File: src/rtl/counter_cmd_seq_pkg.sv
// Shared types for the counter command sequencer: the command opcodes
// and the two FSM states.
package counter_seq_pkg;

    typedef enum logic [1:0] {
        OP_LOAD  = 2'd0,
        OP_UP    = 2'd1,
        OP_DOWN  = 2'd2,
        OP_PAUSE = 2'd3
    } op_t;

    typedef enum logic {
        S_IDLE = 1'b0,
        S_EXEC = 1'b1
    } state_t;

endpackage

File: src/rtl/counter_cmd_seq_if.sv
// Command channel into the sequencer. It carries a valid/ready handshake
// plus the opcode, the load value and the length fields.
interface counter_cmd_seq_if
    import counter_seq_pkg::*;
#(
    parameter int W  = 4,
    parameter int LW = 8
) ();
    logic          cmd_valid;
    logic          cmd_ready;
    op_t           cmd_op;
    logic [W-1:0]  cmd_val;
    logic [LW-1:0] cmd_len;

    modport master (output cmd_valid, cmd_op, cmd_val, cmd_len, input cmd_ready);
    modport slave  (input cmd_valid, cmd_op, cmd_val, cmd_len, output cmd_ready);
endinterface

File: src/rtl/counter_cmd_seq.sv
// Turns LOAD/UP/DOWN/PAUSE commands into registered ce/load/up_down strobes
// for a downstream counter. A command offered in the final cycle runs back-to-back.
module counter_cmd_seq
    import counter_seq_pkg::*;
#(
    parameter int W  = 4,
    parameter int LW = 8
) (
    input  logic                 clk,
    input  logic                 rst,
    counter_cmd_seq_if.slave     cmd,
    input  logic                 abort,
    output logic                 ce,
    output logic                 load,
    output logic [W-1:0]         load_val,
    output logic                 up_down,
    output logic                 busy,
    output logic                 done
);

    state_t        state, state_next;
    logic [LW-1:0] rem, rem_next;
    logic          ce_next, load_next, up_down_next, done_next;
    logic [W-1:0]  load_val_next;
    logic          last, accept;

    // A length-0 command sits at rem==0 for its single cycle, so both 0 and 1 mark the end.
    assign last           = (state == S_EXEC) && (rem <= LW'(1));
    assign cmd.cmd_ready  = ((state == S_IDLE) || last) && !abort && rst;
    assign accept         = cmd.cmd_valid && cmd.cmd_ready;
    assign busy           = (state == S_EXEC);

    always_comb begin
        state_next    = state;
        rem_next      = rem;
        ce_next       = ce;
        load_next     = load;
        load_val_next = load_val;
        up_down_next  = up_down;
        done_next     = 1'b0;

        if (state == S_EXEC) begin
            if (abort || last) begin
                done_next     = !abort;
                state_next    = S_IDLE;
                rem_next      = '0;
                ce_next       = 1'b0;
                load_next     = 1'b0;
                load_val_next = '0;
            end else begin
                rem_next = rem - LW'(1);
            end
        end

        if (accept) begin
            state_next    = S_EXEC;
            load_next     = 1'b0;
            load_val_next = '0;
            rem_next      = cmd.cmd_len;
            ce_next       = 1'b0;
            case (cmd.cmd_op)
                OP_LOAD: begin
                    rem_next      = LW'(1);
                    ce_next       = 1'b1;
                    load_next     = 1'b1;
                    load_val_next = cmd.cmd_val;
                end
                OP_UP: begin
                    ce_next      = (cmd.cmd_len != '0);
                    up_down_next = 1'b1;
                end
                OP_DOWN: begin
                    ce_next      = (cmd.cmd_len != '0);
                    up_down_next = 1'b0;
                end
                default: ce_next = 1'b0;
            endcase
        end
    end

    always_ff @(posedge clk or negedge rst) begin
        if (!rst) begin
            state    <= S_IDLE;
            rem      <= '0;
            ce       <= 1'b0;
            load     <= 1'b0;
            load_val <= '0;
            up_down  <= 1'b0;
            done     <= 1'b0;
        end else begin
            state    <= state_next;
            rem      <= rem_next;
            ce       <= ce_next;
            load     <= load_next;
            load_val <= load_val_next;
            up_down  <= up_down_next;
            done     <= done_next;
        end
    end

endmodule

File: src/flat_wrapper.sv
// flat-port wrapper written by rule: the top's interface ports become plain ports
module counter_cmd_seq_flat import counter_seq_pkg::*;
#(
    parameter int W  = 4,
    parameter int LW = 8
)
  (clk, rst, abort, ce, load, load_val, up_down, busy, done, cmd_cmd_valid, cmd_cmd_op, cmd_cmd_val, cmd_cmd_len, cmd_cmd_ready);
  counter_cmd_seq_if #(.W(W), .LW(LW)) cmd_i ();
  input  logic clk;
  input  logic rst;
  input  logic abort;
  output logic ce;
  output logic load;
  output logic [W-1:0] load_val;
  output logic up_down;
  output logic busy;
  output logic done;
  input wire logic [$bits(cmd_i.cmd_valid)-1:0] cmd_cmd_valid;
  input wire logic [$bits(cmd_i.cmd_op)-1:0] cmd_cmd_op;
  input wire logic [$bits(cmd_i.cmd_val)-1:0] cmd_cmd_val;
  input wire logic [$bits(cmd_i.cmd_len)-1:0] cmd_cmd_len;
  output wire logic [$bits(cmd_i.cmd_ready)-1:0] cmd_cmd_ready;
  assign cmd_i.cmd_valid = cmd_cmd_valid;
  assign cmd_i.cmd_op = cmd_cmd_op;
  assign cmd_i.cmd_val = cmd_cmd_val;
  assign cmd_i.cmd_len = cmd_cmd_len;
  assign cmd_cmd_ready = cmd_i.cmd_ready;
  counter_cmd_seq #(.W(W), .LW(LW)) u_core (.clk(clk), .rst(rst), .cmd(cmd_i), .abort(abort), .ce(ce), .load(load), .load_val(load_val), .up_down(up_down), .busy(busy), .done(done));
endmodule
File: config.mk
export PLATFORM = sky130hd
export DESIGN_NAME = counter_cmd_seq_flat
export DESIGN_NICKNAME = d
export VERILOG_FILES = /design/src/rtl/counter_cmd_seq_pkg.sv /design/src/rtl/counter_cmd_seq_if.sv /design/src/rtl/counter_cmd_seq.sv /design/src/flat_wrapper.sv
export SDC_FILE = /design/constraint.sdc
export NUM_CORES = 1
export LEC_CHECK = 0
export ABC_AREA = 1
export CORE_ASPECT_RATIO = 0.7
export CORE_MARGIN = 2
export CORE_UTILIZATION = 44
export DETAILED_ROUTE_END_ITERATION = 8
export GPL_TIMING_DRIVEN = 1
export PLACE_DENSITY = 0.75
export SYNTH_ARGS = -nofsm -noshare
export SYNTH_HDL_FRONTEND = slang
export SYNTH_SLANG_ARGS = --single-unit
File: constraint.sdc
create_clock -name clk -period 1.5 [get_ports clk]
set_input_delay 0.15 -clock clk [delete_from_list [all_inputs] [get_ports clk]]
set_output_delay 0.15 -clock clk [all_outputs]
set_load 0.005 [all_outputs]
==> impl_metrics.json <==
{
  "outcome": "finished, violations left",
  "violations": "negative setup slack",
  "port_buffers": 27,
  "synth_seq_cells": 17,
  "ys_warn_count": 0,
  "cts_tree": "done",
  "wl_per_cell_um": 13.6,
  "grt_overflow": 0,
  "initial_utilization_pct": 47.3,
  "peakVddDrop_mv": 0.744,
  "synth_xor_area_share_pct": 2.22,
  "nFillCells": 189,
  "dieArea_um2": 3120,
  "finalCoreUtilization_pct": 73.8,
  "cap_viol_max_count": 0,
  "yosysTopAreaCell": "dfrtp_1",
  "synth_compound_area_share_pct": 4.77,
  "fin_skew_ns": 0.00710,
  "core_um2": 2500,
  "min_path_type": "input pin to asynchronous set/reset pin",
  "finalMaxSlewViolations": 0,
  "routed.top_layer": "met4",
  "die_y_um": 47.4,
  "synth-simple-area-share_pct": 42.4,
  "yosysTopAreaCellShare_pct": 36.0,
  "synth.area.top_cells": "dfrtp_1 36%, nand2_1 22%, inv_1 7.6%",
  "route.vias.total": 1337,
  "setup_ws_ns": -0.204,
  "syn_to_final_growth_pct": 55.9,
  "period_share_pct": 114,
  "fmaxAchievable_ghz": 0.587,
  "finalHoldWorstSlack_ns": 0.249,
  "finalSetupViolCount": 17,
  "dpl.cell_count": 257,
  "clkSinkCount": 17,
  "dr.pass1.iters": 4,
  "drt_iter0_markers": 138,
  "crit_fanout": 7,
  "power_density_nw_per_um2": 1660,
  "gp_congestion": 0.903,
  "synthDistinctLibCells": 20,
  "nets": 257,
  "seq_area_frac_synth_pct": 36.0,
  "hpwl_um": 2450,
  "vias_per_cell": 5.01,
  "antenna_found_initial": 0,
  "dpl_cell_area_um2": 1660,
  "synth_top_family_by_area": "simple AND/OR/NAND/NOR gates",
  "wl_met3_um": 239,
  "grt_pass1_vias": 1204,
  "rsz0062_at_grt": "yes",
  "track_usage_pct": 24.7,
  "finalHoldViolCount": 0,
  "clkLatencyLatePin_ns": 0.27,
  "die-width_um": 65.9,
  "fin_cells": 267,
  "cts.clk_slew.worst_paths_ns": 0.07,
  "htree_levels": 1,
  "hold_buffers": 0,
  "antenna_cells": 0,
  "avgSynthCellArea_um2": 6.71,
  "muxShareOfSynthArea_pct": 0,
  "cp.required_ns": 1.71,
  "p_leak_nw": 0.974,
  "synth_fa_ha_area_share_pct": 5.30,
  "end_kind": "flip-flop",
  "io_pins": 28,
  "syn-cell-area_um2": 1180,
  "grt_max_degree": 19,
  "rrSetupSlack_ns": -0.20,
  "cts_buffer_depth": 2,
  "tightest_slew_ns": 0.310,
  "drt_wl_total_um": 3630,
  "drt-met1-wl_um": 1560,
  "critPathArrivalTime_ns": 1.91,
  "slew_headroom_pct": 79.3,
  "wl_met2_um": 1740,
  "rows": 15,
  "cts_root_buffer": "clkbuf_8",
  "synth_cells": 176,
  "min_period_ns": 1.70,
  "critPathLaunchType": "flip-flop",
  "grt_pass1_wl_um": 5430,
  "cts_buffers": 3,
  "layout-drive-gt1-share_pct": 27.0,
  "final_area_um2": 1840,
  "drc": 0,
  "crit_type": "flip-flop to flip-flop",
  "syn-num-nets": 199,
  "ant_nets": 0
}
-- Yosys cell counts, drive strengths merged --
cell type	n
nand3	6
nand2	72
a21oi	1
clkbuf	1
xnor2	1
buf	2
o21ai	6
ha	5
nand4	11
inv	24
xor2	2
dfrtp	17
nor2	27
a31oi	1
-- cells by family after synthesis --
kind of cell,after synthesis
and+or+nand+nor,116
buffers and inverters,27
DFF,17
AOI/OAI and AO/OA,8
adders and majority gates,5
xor gates and xnor gates,3
-- metal layers --
| layer | vias up | track usage (%) |
|---|---|---|
| met4 | 0 | 6.25 |
| met5 | - | 0 |
| met3 | 10 | 6.47 |
| met2 | 64 | 44.8 |
| li1 | 664 | - |
| met1 | 599 | 30.1 |
-- where the power goes --
part	internal [mW]	switching [mW]	total (mW)	leakage (nW)
combinational	0.930	1.03	1.96	0.726
sequential	0.608	0.115	0.723	0.222
clock	0.185	0.179	0.364	0.0255
total	1.72	1.33	3.05	0.974
-- layout by cell type, fill, tap and decap left out --
| cell type | count |
|---|---|
| a21oi_1 | 1 |
| a31oi_4 | 1 |
| buf_2 | 1 |
| buf_4 | 26 |
| buf_6 | 2 |
| clkbuf_8 | 3 |
| clkdlybuf4s50_1 | 26 |
| clkinv_2 | 1 |
| dfrtp_1 | 15 |
| dfrtp_2 | 2 |
| ha_1 | 3 |
| ha_4 | 2 |
| inv_1 | 21 |
| inv_2 | 3 |
| nand2_1 | 62 |
| nand2_2 | 6 |
| nand2_4 | 4 |
| nand3_1 | 4 |
| nand3_2 | 2 |
| nand3_4 | 1 |
| nand4_1 | 11 |
| nor2_1 | 19 |
| nor2_2 | 5 |
| nor2_4 | 3 |
| o21ai_0 | 4 |
| o21ai_1 | 1 |
| o21ai_2 | 1 |
| xnor2_1 | 1 |
| xor2_1 | 2 |
-- sequential cells by signal (all words and copies together) (netlist names) --
register,cells
u_core.done,1
u_core.up_down,1
u_core.load_val,4
u_core.ce,1
u_core.load,1
u_core.busy,1
u_core.rem,8
-- metrics by stage --
step | setup WS, ns | power, mW | setup TNS [ns]
2_1_floorplan | 0.0131 | 1.60 | 0
3_3_place_gp | -0.123 | 2.24 | -1.12
3_5_place_dp | -0.204 | 2.29 | -2.19
4_1_cts | -0.137 | 2.87 | -1.88
5_1_grt | -0.262 | 3.28 | -3.44
6_report | -0.204 | 3.05 | -2.22
-- path summary, 6_finish.rpt --
kind | start | to | cells past startpoint
setup / recovery | u_core.rem[1] | u_core.rem[1] | 13
hold / removal | rst | u_core.rem[6] | 2
setup reg to reg | u_core.rem[1] | u_core.rem[1] | 13
hold reg to reg | u_core.load_val[2] | u_core.load_val[2] | 2
max in group asynchronous | rst | u_core.busy | 2
min in group clk | cmd_cmd_val[0] | u_core.load_val[0] | 3
-- critical path: stages (launching register included) --
cell	delay (ns)
dfrtp_1	0.38
inv_2	0.08
ha_4	0.17
nor2_4	0.12
nor2_4	0.05
buf_4	0.13
nand3_2	0.08
nand2_2	0.07
buf_6	0.14
nor2_2	0.12
nand2_2	0.08
nand2_1	0.08
nand2_1	0.07
nand2_1	0.07
-- final cells by class --
type | count | area [um2] | area share, %
repair buffers | 55 | 483 | 26.2
flip-flops and latches | 17 | 428 | 23.2
clock buffers | 3 | 41.3 | 2.24
multi-input cells | 133 | 752 | 40.8
clock inverters | 1 | 5.00 | 0.272
well taps | 34 | 42.5 | 2.31
inverters | 24 | 90.1 | 4.89
-- what timing repair did --
action / 4_1_cts / 5_1_grt
gates resized for setup: 21 / 12
pin swaps: 11 / 7
buffers inserted: 5 / 0
cloned: 1 / 0
endpoints found under the setup margin: 16 / 19
Power figures use the tool's default switching activity.
